### config.mk
export PLATFORM = sky130hd
export DESIGN_NAME = running_light_ctrl
export DESIGN_NICKNAME = d
export VERILOG_FILES = /design/src/rtl/running_light_pkg.sv /design/src/rtl/running_light_ctrl_step_timer.sv /design/src/rtl/running_light_ctrl.sv
export SDC_FILE = /design/constraint.sdc
export NUM_CORES = 1
export LEC_CHECK = 0
export CAP_MARGIN = 20
export CORE_MARGIN = 2
export CORE_UTILIZATION = 40
export DETAILED_ROUTE_END_ITERATION = 12
export GPL_ROUTABILITY_DRIVEN = 1
export HOLD_SLACK_MARGIN = 0.15
export PLACE_DENSITY = 0.65
export SLEW_MARGIN = 25
export SYNTH_ARGS = -nofsm -noshare
export SYNTH_HDL_FRONTEND = slang
export SYNTH_SLANG_ARGS = --single-unit
### constraint.sdc
create_clock -name sys_clk -period 3.15 [get_ports sys_clk]
set_clock_uncertainty 0.05 [all_clocks]
set_input_delay 0.63 -clock sys_clk [delete_from_list [all_inputs] [get_ports sys_clk]]
set_output_delay 0.63 -clock sys_clk [all_outputs]
set_load 0.01 [all_outputs]
### src/rtl/running_light_pkg.sv
// Shared encodings for the running-light sequencer: display modes, scan
// direction, speed-level sizing and per-mode seed patterns.
package running_light_pkg;

    typedef enum logic [1:0] {
        MODE_L2R    = 2'd0,
        MODE_R2L    = 2'd1,
        MODE_BOUNCE = 2'd2,
        MODE_BLINK  = 2'd3
    } mode_e;

    typedef enum logic {
        DIR_UP   = 1'b0,
        DIR_DOWN = 1'b1
    } dir_e;

    localparam int SPEED_LEVELS = 4;
    localparam int SPEED_W      = $clog2(SPEED_LEVELS);

    localparam logic [3:0] SEED_L2R    = 4'b0001;
    localparam logic [3:0] SEED_R2L    = 4'b1000;
    localparam logic [3:0] SEED_BOUNCE = 4'b0001;
    localparam logic [3:0] SEED_BLINK  = 4'b1111;

    function automatic logic [3:0] seed_pattern(input mode_e m);
        case (m)
            MODE_L2R:    seed_pattern = SEED_L2R;
            MODE_R2L:    seed_pattern = SEED_R2L;
            MODE_BOUNCE: seed_pattern = SEED_BOUNCE;
            default:     seed_pattern = SEED_BLINK;
        endcase
    endfunction

endpackage

### src/rtl/running_light_ctrl_step_timer.sv
// Step-rate counter: divides the system clock by (STEP_CNT_MAX+1)>>speed and
// emits a one-cycle step strobe when the count reaches its limit.
module step_timer
    import running_light_pkg::*;
#(
    parameter int STEP_CNT_MAX = 24_999_999
) (
    input  logic               sys_clk,
    input  logic               sys_rst,
    input  logic               clr,
    input  logic               hold,
    input  logic [SPEED_W-1:0] speed,
    output logic               step
);

    localparam int             CW     = $clog2(STEP_CNT_MAX + 1);
    // One extra bit so a power-of-two period still fits before the -1.
    localparam logic [CW:0]    PERIOD = (CW+1)'(STEP_CNT_MAX + 1);

    logic [CW-1:0] cnt;
    logic [CW:0]   limit;
    logic          at_limit;

    assign limit    = (PERIOD >> speed) - (CW+1)'(1);
    assign at_limit = ({1'b0, cnt} == limit);
    // A request clear in the same cycle suppresses the step.
    assign step     = at_limit && !hold && !clr;

    always_ff @(posedge sys_clk) begin
        if (sys_rst) begin
            cnt <= '0;
        end else if (clr) begin
            cnt <= '0;
        end else if (!hold) begin
            if (at_limit) cnt <= '0;
            else          cnt <= cnt + CW'(1);
        end
    end

endmodule

### src/rtl/running_light_ctrl.sv
// Running-light sequencer: mode/speed registers, the pattern-step FSM
// (pattern plus bounce direction) and the registered step_tick pulse.
module running_light_ctrl
    import running_light_pkg::*;
#(
    parameter int STEP_CNT_MAX = 24_999_999
) (
    input  logic               sys_clk,
    input  logic               sys_rst,
    input  logic               mode_req,
    input  logic               speed_req,
    input  logic               pause,
    output logic [3:0]         led,
    output logic               step_tick,
    output logic [1:0]         mode,
    output logic [SPEED_W-1:0] speed
);

    mode_e              mode_q, mode_d;
    dir_e               dir_q, dir_d;
    logic [SPEED_W-1:0] speed_q, speed_d;
    logic [3:0]         led_q, led_d, led_step;
    logic               tick_q, tick_d;
    logic               step;

    step_timer #(.STEP_CNT_MAX(STEP_CNT_MAX)) u_step_timer (
        .sys_clk (sys_clk),
        .sys_rst (sys_rst),
        .clr     (mode_req | speed_req),
        .hold    (pause),
        .speed   (speed_q),
        .step    (step)
    );

    always_ff @(posedge sys_clk) begin
        if (sys_rst) begin
            mode_q  <= MODE_L2R;
            speed_q <= '0;
            led_q   <= SEED_L2R;
            dir_q   <= DIR_UP;
            tick_q  <= 1'b0;
        end else begin
            mode_q  <= mode_d;
            speed_q <= speed_d;
            led_q   <= led_d;
            dir_q   <= dir_d;
            tick_q  <= tick_d;
        end
    end

    always_comb begin
        mode_d   = mode_q;
        speed_d  = speed_q;
        led_d    = led_q;
        dir_d    = dir_q;
        tick_d   = 1'b0;
        led_step = led_q;

        case (mode_q)
            MODE_L2R:    led_step = {led_q[2:0], led_q[3]};
            MODE_R2L:    led_step = {led_q[0], led_q[3:1]};
            MODE_BOUNCE: led_step = (dir_q == DIR_UP) ? (led_q << 1) : (led_q >> 1);
            default:     led_step = ~led_q;
        endcase

        if (mode_req) begin
            mode_d = mode_e'(mode_q + 2'd1);
            led_d  = seed_pattern(mode_d);
            dir_d  = DIR_UP;
        end else if (step) begin
            led_d  = led_step;
            tick_d = 1'b1;
            // Direction turns on arrival at either end of the bar.
            if (mode_q == MODE_BOUNCE) begin
                if (led_step == 4'b1000)      dir_d = DIR_DOWN;
                else if (led_step == 4'b0001) dir_d = DIR_UP;
            end
        end

        if (speed_req) speed_d = speed_q + SPEED_W'(1);
    end

    assign led       = led_q;
    assign mode      = mode_q;
    assign speed     = speed_q;
    assign step_tick = tick_q;

endmodule

==> impl_metrics.toml <==
[outcome]
run_status = "finished, final reports clean"

[synth]
yosys.area.top_type = "dfxtp_1"
synth_enable_flop_cells = 0
synth_nets = 247
synthTopCellsByArea = "dfxtp_1 35%, nor2_1 8.1%, ha_1 7.5%, xor2_1 7.0%, xnor2_1 6.1%"
synth.avg_cell_area_um2 = 8.699
ys_warn_count = 0
yosys_register_bits = 35
post_synth_fa_ha_maj_area_fraction_pct = 7.505
muxShareOfSynthArea_pct = 4.065
synth_top_family_by_area = "simple AND/OR/NAND/NOR gates"
synth_compound_gate_area_share_pct = 10.19
synth-xor-area-share_pct = 13.13
number_of_instances_in_the_synthesized_netlist = 230
ys_async_sr_fraction_pct = 0
synth.top_cell.area_share_pct = 35.02
ys_seq_area_share_pct = 35.02
simple_gate_fraction_of_synth_area_pct = 27.14
ys_dominant_reg_cell = "dfxtp_1"
post_syn_area_um2 = 2001
synthDistinctLibCells = 44

[detailed_routing]
drt_drc_violations_left = 0
routed-via-count = 1539
antenna_left = 0
drt-pass1-iter-count = 4
drt_iter0_drc = 58
routed_wirelength_mm = 3.928
detail_route.wl_per_cell_um = 12.47
avgViaCountPerCell = 4.886

[power]
power_frac_clock_pct = 45.7
switching_power_mw = 0.2516
internal_power_consumption_mw = 0.8204
power.total_mw = 1.072
ir_drop_v = 0.0003304
power.density_cell_area_nw_per_um2 = 456.5
switching_share_pct = 23.47
share_seq_of_total_power_pct = 43.4
power_leakage_nw = 0.8518
power.combinational.fraction_pct = 10.9

[placed_design]
place_worst_setup_slack_ns = 0.3895
post-place-cells = 307
globalplace.congestion = 0.7966
numPortBuffers = 13
dp_hpwl_mm = 2.774

[setup_path]
critical_path.cell_chain = "ha_1 > mux2_2 > a2111oi_2 > nand4_4 > nor2b_1 > o41ai_1"
crit_path_buf_inv_count = 0
startpoint_type = "flip-flop"
critical_path_at_ns = 2.72
critPathRequiredTime_ns = 3.30
timing.critical_path.fanout_max = 9
critical_path.max_stage_delay_ns = 0.55
critical-path-top-delay-family = "compound AO/OA/AOI/OAI gates"
setup.worst_path.class = "flip-flop to flip-flop"
cpMaxStageDelayCell = "dfxtp_1"
critPathCaptureType = "flip-flop"

[floorplan]
fp.dieH_um = 74.72
core_area_um2 = 4786
top_level_ports = 14
die-area_um2 = 5583
rows = 25
dieWidth_um = 74.72
start_util_pct = 41.80

[clock_network]
cts_tree = "built"
worstSkewPairLatency_ns = 0.29
htree_levels = 2
cts_resized = 0
clock_sinks = 35
cts_inserted_buffers = 5
hold_buffers = 0
cts.reportedPaths.clkPinSlew_ns = 0.08
cts.repair_timing.setup_buffer_count = 0
clock_tree.buffer_depth = 2
cts.root.buffer_cell = "clkbuf_8"

[sta]
finalMaxSlewViolations = 0
hold_slack_final_ns = 0.4856
final_critical_delay_including_setup_and_external_delays_ns = 2.571
grt_setup_unrepaired = "false"
setup-tns-final_ns = 0
ratio_of_final_minimum_period_to_clock_period_pct = 81.61
report.final.setup_viol = 0
maxClockFrequency_mhz = 389.0
slew_of_the_pin_with_the_lowest_slew_margin_ns = 0.5273
timing.final.ws_setup_ns = 0.5793
hold_viol = 0
max-slew-margin-rel_pct = 64.78

[flow_run]
max_cap_violations = 0

[finish]
filler_cell_count = 462
fin_nets = 264
post_route_cells_drive_above_1_share_pct = 7.258
final-instance-count-excl-fill = 315
n_antenna_cell = 0
multi_input_comb_area_um2 = 1241
area_of_all_sequential_standard_cells_um2 = 700.7
areaGrowthSynthToFinish_pct = 17.39

[grt]
first_pass_grt_wire_length_mm = 6.817
grt_pass1_vias = 1415
grt_antenna_before_repair = 0
grt_start_max_net_pins = 26
grt_remaining_overflow = 0
grt.total_usage_pct = 15.89

[min_path]
hold_class = "flip-flop to flip-flop"
==> power groups by stage <==
stage,sequential (mW),combinational [mW],clock [mW]
2_1_floorplan,0.477,0.0748,0
3_3_place_gp,0.476,0.115,0
3_5_place_dp,0.476,0.117,0
4_1_cts,0.466,0.118,0.502
5_1_grt,0.467,0.132,0.520
6_report,0.466,0.117,0.490
==> routing by layer <==
layer | global-route usage, % | wire length (um) | vias up
met5 | 0 | 0 | -
met3 | 4.016 | 119 | 7
met1 | 23.02 | 2091 | 691
li1 | - | - | 822
met4 | 5.952 | 61 | 0
met2 | 22.71 | 1655 | 19
==> cell usage after synthesis (2+ instances only) <==
library cell and instances:
o21ai_0 3, ha_1 12, nor2_1 43, a21oi_1 8
and3b_1 3, clkbuf_1 4, nand2b_1 3, nand3_1 8
xnor2_1 14, nor3_1 3, buf_2 2, xor2_1 16
nand4_1 5, a211oi_1 3, mux2i_1 7, dfxtp_1 35
nor2b_1 6, o21ai_1 2, o41ai_1 2, inv_1 9
nand2_1 14, and3_1 4, nand3b_1 3
==> path summary, 6_finish.rpt <==
| check | from | to | slack, ns | cells after the start |
|---|---|---|---|---|
| setup / recovery | speed[0] | led[1] | 0.58 | 6 |
| hold / removal | u_step_timer.cnt[1] | u_step_timer.cnt[1] | 0.49 | 2 |
| setup reg to reg | speed[0] | led[1] | 0.58 | 6 |
| hold reg to reg | u_step_timer.cnt[1] | u_step_timer.cnt[1] | 0.49 | 2 |
==> cell usage in the layout (no fill, tap or decap), types with 6 or more instances in the layout <==
cell	Yosys	final
a21oi_1	8	8
clkdlybuf4s50_1	0	13
dfxtp_1	35	35
ha_1	12	12
inv_1	9	9
mux2i_1	7	7
nand2_1	14	14
nand3_1	8	8
nor2_1	43	43
nor2b_1	6	6
xnor2_1	14	14
xor2_1	16	16
==> cells by family after synthesis <==
kind of cell,after synthesis
multiplexers,8
XOR/XNOR,30
buffers and inverters,15
AO/OA/AOI/OAI,27
flip-flops,35
adder cells (fa/ha/maj),12
AND/OR/NAND/NOR,103
==> sequential cells by signal (all words and copies together), names as in the netlist <==
register	cells
u_step_timer.cnt	25
led	4
mode	2
speed	2
dir_q	1
step_tick	1
==> cell type report <==
class	instances	area share, %
multi-input combinational	180	52.85
clock buffer	5	2.930
timing repair buffer	16	6.500
inverter	9	1.438
sequential	35	29.83
tap	67	3.570
clock inverter	3	2.877
==> stage by stage <==
step,util [%],area [um2]
finish,49.07,2349
global route,49.07,2349
CTS,49.07,2349
detailed placement,46.22,2212
global placement,46.22,2212
floorplan,-,2001
==> worst min-delay path: stages, from the launching register on <==
cell     delay [ns]
dfxtp_1        0.35
mux2i_1        0.08
nor2_1         0.07
Note: power is estimated with default switching activity, not from simulation.
